File: config.mk
export PLATFORM = sky130hd
export DESIGN_NAME = uart_receiver
export DESIGN_NICKNAME = d
export VERILOG_FILES = /design/src/rtl/uart_pkg.sv /design/src/rtl/uart_rx_sync.sv /design/src/rtl/uart_receiver.sv
export SDC_FILE = /design/constraint.sdc
export NUM_CORES = 1
export LEC_CHECK = 0
export BUFFER_PORTS_ARGS = -buffer_cell sky130_fd_sc_hd__buf_4
export CORE_UTILIZATION = 41
export CTS_BUF_LIST = sky130_fd_sc_hd__clkbuf_4
export DETAILED_ROUTE_END_ITERATION = 10
export PLACE_DENSITY_LB_ADDON = 0.08
export SYNTH_ARGS = -nofsm -noshare
export SYNTH_HDL_FRONTEND = slang
export SYNTH_SLANG_ARGS = --single-unit
File: constraint.sdc
create_clock -name internal_clock -period 4.9 [get_ports internal_clock]
set_input_delay 1.47 -clock internal_clock [delete_from_list [all_inputs] [get_ports internal_clock]]
set_output_delay 1.47 -clock internal_clock [all_outputs]
set_load 0.05 [all_outputs]
File: src/rtl/uart_pkg.sv
// rtl/uart_pkg.sv - shared UART constants, FSM state encoding and divisor helpers
// Contents:
//   UART_DATA_BITS  data bits per frame (8)
//   UART_DIV_W      width of the clocks-per-bit divisor (18)
//   UART_MIN_DIV    smallest supported divisor (4)
//   UART_IDX_W      width of the data-bit index
//   uart_state_e    FSM encoding shared by the RX and TX sides
//   uart_div_t      divisor / bit-counter type
//   uart_half_bit   half-bit sample point H = (N-1)>>1

package uart_pkg;

  localparam int UART_DATA_BITS = 8;
  localparam int UART_DIV_W     = 18;
  localparam int UART_MIN_DIV   = 4;
  localparam int UART_IDX_W     = $clog2(UART_DATA_BITS);

  // Values must stay identical to the transmitter's encoding.
  typedef enum logic [2:0] {
    S_IDLE    = 3'b000,
    S_START   = 3'b001,
    S_DATA    = 3'b010,
    S_STOP    = 3'b011,
    S_CLEANUP = 3'b100
  } uart_state_e;

  typedef logic [UART_DIV_W-1:0] uart_div_t;

  // Count value at which the start bit is re-checked: the middle of the bit.
  function automatic uart_div_t uart_half_bit(input uart_div_t n);
    return (n - uart_div_t'(1)) >> 1;
  endfunction

  // Last count value of a full bit period.
  function automatic uart_div_t uart_full_bit(input uart_div_t n);
    return n - uart_div_t'(1);
  endfunction

endpackage

File: src/rtl/uart_rx_sync.sv
// rtl/uart_rx_sync.sv - two-flop synchronizer for an asynchronous single-bit input
// Ports:
//   internal_clock  in   destination clock
//   reset           in   synchronous, active-high; loads RESET_VAL into both stages
//   async_bit       in   asynchronous input
//   sync_bit        out  synchronized copy, two clocks of latency
// Parameters:
//   RESET_VAL       value held in both stages during reset (idle level of the line)

module uart_rx_sync #(
  parameter logic RESET_VAL = 1'b1
) (
  input  logic internal_clock,
  input  logic reset,
  input  logic async_bit,
  output logic sync_bit
);

  logic meta;

  always_ff @(posedge internal_clock) begin
    if (reset) begin
      meta     <= RESET_VAL;
      sync_bit <= RESET_VAL;
    end else begin
      meta     <= async_bit;
      sync_bit <= meta;
    end
  end

endmodule

File: src/rtl/uart_receiver.sv
// rtl/uart_receiver.sv - 8N1 UART receiver, LSB first, runtime clocks-per-bit, mid-bit sampling
// Ports:
//   internal_clock  in   sole clock, rising edge
//   reset           in   synchronous, active-high
//   CLK_PERS_BIT    in   clocks per bit N, latched at frame start (N >= 4)
//   Rx_Serial       in   asynchronous serial line, idle high
//   Rx_Byte         out  received byte, updated with Rx_Done and held until the next one
//   Rx_Done         out  one-cycle strobe per completed frame
//   Rx_Active       out  high from start-bit confirmation until Rx_Done
//   Rx_Frame_Err    out  stop bit was low; qualifies Rx_Done (only with UART_RX_FRAME_CHECK_EN)
// Build option:
//   UART_RX_FRAME_CHECK_EN  adds Rx_Frame_Err; otherwise the stop bit is not checked

module uart_receiver
  import uart_pkg::*;
(
  input  logic                      internal_clock,
  input  logic                      reset,
  input  logic [UART_DIV_W-1:0]     CLK_PERS_BIT,
  input  logic                      Rx_Serial,
  output logic [UART_DATA_BITS-1:0] Rx_Byte,
  output logic                      Rx_Done,
  output logic                      Rx_Active
`ifdef UART_RX_FRAME_CHECK_EN
  ,
  output logic                      Rx_Frame_Err
`endif
);

  localparam int DATA_BITS = UART_DATA_BITS;
  localparam logic [UART_IDX_W-1:0] LAST_IDX = UART_IDX_W'(DATA_BITS - 1);
  localparam uart_div_t MIN_DIV = UART_DIV_W'(UART_MIN_DIV);

  logic                  rx_s;
  uart_state_e           state;
  uart_div_t             cnt;
  uart_div_t             n_lat;
  uart_div_t             half_cnt;
  uart_div_t             last_cnt;
  logic [UART_IDX_W-1:0] idx;
  logic [DATA_BITS-1:0]  shift;
`ifdef UART_RX_FRAME_CHECK_EN
  logic                  stop_ok;
`endif

  uart_rx_sync #(
    .RESET_VAL (1'b1)
  ) u_sync (
    .internal_clock (internal_clock),
    .reset          (reset),
    .async_bit      (Rx_Serial),
    .sync_bit       (rx_s)
  );

  // Both thresholds derive from the divisor latched at frame start, so
  // changes on CLK_PERS_BIT mid-frame cannot disturb the frame in flight.
  assign half_cnt = uart_half_bit(n_lat);
  assign last_cnt = uart_full_bit(n_lat);

  always_ff @(posedge internal_clock) begin
    if (reset) begin
      state     <= S_IDLE;
      cnt       <= '0;
      idx       <= '0;
      n_lat     <= MIN_DIV;
      shift     <= '0;
      Rx_Byte   <= '0;
      Rx_Done   <= 1'b0;
      Rx_Active <= 1'b0;
`ifdef UART_RX_FRAME_CHECK_EN
      stop_ok      <= 1'b1;
      Rx_Frame_Err <= 1'b0;
`endif
    end else begin
      Rx_Done <= 1'b0;

      case (state)
        S_IDLE: begin
          cnt <= '0;
          idx <= '0;
          // Divisors below the minimum would leave no room for a half-bit
          // check, so such a setting simply never leaves IDLE.
          if (!rx_s && (CLK_PERS_BIT >= MIN_DIV)) begin
            n_lat <= CLK_PERS_BIT;
            state <= S_START;
          end
        end

        S_START: begin
          if (cnt < half_cnt) begin
            cnt <= cnt + uart_div_t'(1);
          end else begin
            cnt <= '0;
            // Line still low at mid start bit: a real frame. Otherwise a glitch.
            if (!rx_s) begin
              Rx_Active <= 1'b1;
              state     <= S_DATA;
            end else begin
              state <= S_IDLE;
            end
          end
        end

        S_DATA: begin
          // Counting a full period from the mid start bit lands on mid data bit.
          if (cnt < last_cnt) begin
            cnt <= cnt + uart_div_t'(1);
          end else begin
            cnt        <= '0;
            shift[idx] <= rx_s;
            if (idx < LAST_IDX) begin
              idx <= idx + 1'b1;
            end else begin
              idx   <= '0;
              state <= S_STOP;
            end
          end
        end

        S_STOP: begin
          // Leaves at mid stop bit so IDLE is reached before a back-to-back
          // frame's start edge arrives.
          if (cnt < last_cnt) begin
            cnt <= cnt + uart_div_t'(1);
          end else begin
            cnt <= '0;
`ifdef UART_RX_FRAME_CHECK_EN
            stop_ok <= rx_s;
`endif
            state <= S_CLEANUP;
          end
        end

        S_CLEANUP: begin
          Rx_Byte   <= shift;
          Rx_Done   <= 1'b1;
          Rx_Active <= 1'b0;
`ifdef UART_RX_FRAME_CHECK_EN
          Rx_Frame_Err <= ~stop_ok;
`endif
          state <= S_IDLE;
        end

        default: begin
          cnt   <= '0;
          idx   <= '0;
          state <= S_IDLE;
        end
      endcase
    end
  end

endmodule
==> PnR_summary.wiki <==
{| class="wikitable"
! Metric !! Value
|-
| Outcome || finished, final reports clean
|-
| Switching share of total power || 27.8%
|-
| Source of the worst register-to-register timing path || n_lat[0]
|-
| Number of nets in the synthesized netlist || 525
|-
| CTS H-tree lvls || 3
|-
| Post-CTS repair timing setup buffer count || 0
|-
| Reported net switching power || 303 µW
|-
| Commonest non-fill, non-tap cells in the layout || 62 x dfxtp_1, 53 x nand2_1, 36 x nor2_1, 36 x buf_4, 28 x mux2i_1
|-
| Port Buf Inserts || 30
|-
| Number of buffers inserted for hold repair after clock tree synthesis || 0
|-
| Area of all placed cells without fillers || 4580 µm²
|-
| Critical path start-end classification || reg -> reg
|-
| Mean area per synthesized cell || 8.48 µm²
|-
| Clock tree buffer depth || 2
|-
| Dominant cells by area after synthesis || dfxtp_1 30%, mux2i_1 6.8%, ha_1 4.8%, nand2_1 4.8%, nor2_1 3.3%
|-
| Post-synthesis sequential element count || 62
|-
| Clock tree from TritonCTS || done
|-
| CP max stage cell || or3b_1
|-
| Placeable core region || 9770 µm²
|-
| Number of setup violations in the final report || 0
|-
| Routed WL || 10.5 mm
|-
| Period Utilization, post-route || 90.7%
|-
| Areal power density over the cells || 238 nW/µm²
|-
| Sequence of cells on the critical path || inv_1, ha_1, or3b_1, nor3_1, xnor2_1, ha_1, or4_1, a221o_1, a41oi_1, maj3_1, a21oi_1, nor3_2, o21ai_4, o311ai_1
|-
| Root buffer cell || clkbuf_4
|-
| I/O Pins || 31
|-
| Number of distinct standard cells referenced by the synthesized netlist || 71
|-
| Headroom to the max-slew limit || 51.4%
|-
| Global-route wire length before repair || 17.2 mm
|-
| Number of violations reported at the end of detailed-routing iteration 0 || 161
|-
| Clock insertion delay at the later pin of the skew report || 0.43 ns
|-
| Most frequent standard cell in the layout excluding fill and tap cells || dfxtp_1
|-
| Drt via density || 5.72
|-
| Detailed placement HPWL || 7.65 mm
|-
| Post-detailed-route count of antenna-violating nets || 0
|-
| Internal Power || 787 µW
|-
| Area grow syn2layout || 10.7%
|-
| Maximum frequency from static timing analysis || 0.225 GHz
|-
| Instance area at placement || 4420 µm²
|-
| Leakage || 1.75 nW
|-
| Filler Cells Inserted || 971
|-
| Worst stage delay on the critical path || 0.57 ns
|-
| Number of synthesized flops with an enable pin || 0
|-
| Hold slack final || 0.419 ns
|-
| Most used DFF post-synth || dfxtp_1
|-
| Sequential share of power || 48.2%
|-
| Netlist area before placement || 4140 µm²
|-
| Worst setup EP type || flop
|-
| Number of hold violations in the final report || 0
|-
| Crit Path Max Fanout || 18
|-
| Area share of the largest cell type after synthesis || 30.0%
|-
| Instance count of the mapped netlist || 488
|-
| Count of nets after finishing || 535
|-
| Number of warnings issued by yosys || 0
|-
| Setup crit start kind || flop
|-
| HP Class || reg -> reg
|-
| Initial Utilization || 42.3%
|-
| Hold Path Origin || u_sync.meta
|-
| Pre-Repair DR Iteration Count || 4
|-
| Sequential element share of the synthesized area || 30.0%
|-
| Sum of overflow across all layers after global routing || 0
|-
| RSZ-0062 raised after global routing || false
|-
| Crit path required time || 5.22 ns
|-
| Number of pins with negative max-slew slack in the final report || 0
|-
| Worst hold path stage count || 1
|-
| DIE AREA || 10500 µm²
|-
| FF-to-FF setup slack || 0.46 ns
|-
| Average wire length per cell after detail routing || 16.5 µm
|-
| Clock transition at the register clock pins on the worst setup and hold paths after CTS || 0.13 ns
|-
| Maximum number of pins on one net before global-route repair || 41
|-
| Diode count || 0
|-
| Asr flop ratio synth || 0%
|-
| Cell type with the highest aggregate area in the netlist || dfxtp_1
|-
| Std cell rows || 36
|-
| Logic pwr share || 13.2%
|-
| Worst clock skew || 0.0258 ns
|-
| Via count of the first global-routing pass || 3268
|-
| DR vias || 3638
|-
| Most frequent cell on the critical path || ha_1
|-
| Final Wtd Congestion || 0.785
|-
| Max capacitance violation total || 0
|-
| Die span in y || 102 µm
|-
| Transition time at the pin with the least slew margin || 0.727 ns
|-
| Worst Path Arrival || 4.76 ns
|-
| Sinks on the clock net || 62
|-
| Shortest period the worst path allows || 4.44 ns
|-
| Post-CTS Resized || 0
|-
| Share of power burned in the clock network || 38.6%
|-
| Post-route DRC || 0
|-
| Worst ir drop on vdd || 0.000125 V
|-
| Hold Path End || u_sync.sync_bit
|-
| Area of the multi-input gates || 2690 µm²
|-
| Num CTS Buffers || 9
|-
| Worst-case reg-to-reg path depth || 14
|-
| Layout cells sized above 1 || 13.7%
|-
| Sum of negative setup slack || 0 ns
|-
| Die X-Extent || 102 µm
|-
| Total track usage || 21.3%
|-
| Terminus of the critical flop-to-flop path || cnt[14]
|-
| Number of antenna violations at the first check in global routing || 0
|-
| Area taken by flip-flops and latches || 1240 µm²
|}
cells by family after synthesis:
kind of cell	Yosys count	share of synthesized area, %
xor+xnor	26	7.53
mux	28	6.77
compound gates	115	20.6
simple gates	190	25.2
flops	62	30.0
fa+ha+maj	17	5.08
buf+inv	50	4.93
sequential cells by signal, summed over array words and instances (netlist names):
name / cells
cnt: 18
n_lat: 18
Rx_Byte: 8
shift: 8
idx: 3
state: 3
Rx_Active: 1
Rx_Done: 1
u_sync.meta: 1
u_sync.sync_bit: 1
worst max-delay path: cells and delay by family, from the launching register on:
family          cells  cell delay [ns]
xor+xnor            1             0.14
flops               1             0.38
compound gates      5             1.26
buf+inv             1             0.07
fa+ha+maj           3             0.61
simple gates        4             1.85
per-layer routing:
metal	share of wire (%)	GRT usage [%]
met5	0	0
met4	0.94	6.59
met3	3.7	3.28
met2	45	33.6
met1	50	29.7
how the worst max path moves through the flow:
stage / slack [ns] / cells past startpoint / startpoint / endpoint
floorplan: 1.27 / 16 / n_lat[0] / cnt[14]
global placement: 0.73 / 14 / n_lat[0] / cnt[14]
detailed placement: 0.59 / 14 / n_lat[0] / cnt[14]
CTS: 0.46 / 14 / n_lat[0] / cnt[14]
global route: 0.18 / 14 / n_lat[0] / cnt[14]
finish: 0.46 / 14 / n_lat[0] / cnt[14]
area by class of cell:
class,instances,share of cell area [%]
Multi-Input combinational cell,376,58.8
Sequential cell,62,27.1
Timing Repair Buffer,36,5.90
Tap cell,133,3.63
Clock inverter,6,1.88
Clock buffer,10,1.64
Inverter,13,1.06
cells in the mapped netlist, drive strengths merged (4+ instances only):
master,number
dfxtp,62
nand2,53
mux2i,28
o21a,5
inv,12
o2111ai,10
or4,7
nand2b,8
a21oi,21
clkbuf,26
nor4,15
nor2,36
buf,11
or2,4
and2,5
a2111o,4
o21bai,5
nor3,9
xnor3,5
o31ai,4
ha,16
nand3,18
o211ai,8
xnor2,14
o21ai,22
or3,9
and3,9
xor2,6
o311ai,7
power groups by stage:
| stage | registers (mW) | logic [mW] | clock network (mW) |
|---|---|---|---|
| after global placement | 0.536 | 0.142 | 0 |
| after floorplan | 0.530 | 0.109 | 0 |
| after detailed placement | 0.537 | 0.144 | 0 |
| after global routing | 0.527 | 0.159 | 0.450 |
| after CTS | 0.525 | 0.144 | 0.431 |
| final | 0.525 | 0.144 | 0.421 |
per-stage QoR:
| step | utilization [%] | cells | setup WS (ns) | power (mW) |
|---|---|---|---|---|
| floorplan | - | 488 | 1.27 | 0.639 |
| global placement | 45.2 | 620 | 0.735 | 0.679 |
| detailed placement | 45.2 | 620 | 0.594 | 0.680 |
| CTS | 46.9 | 636 | 0.464 | 1.10 |
| global route | 46.9 | 636 | 0.179 | 1.14 |
| finish | 46.9 | 636 | 0.457 | 1.09 |
No activity file was read; power rests on OpenSTA's default activity.
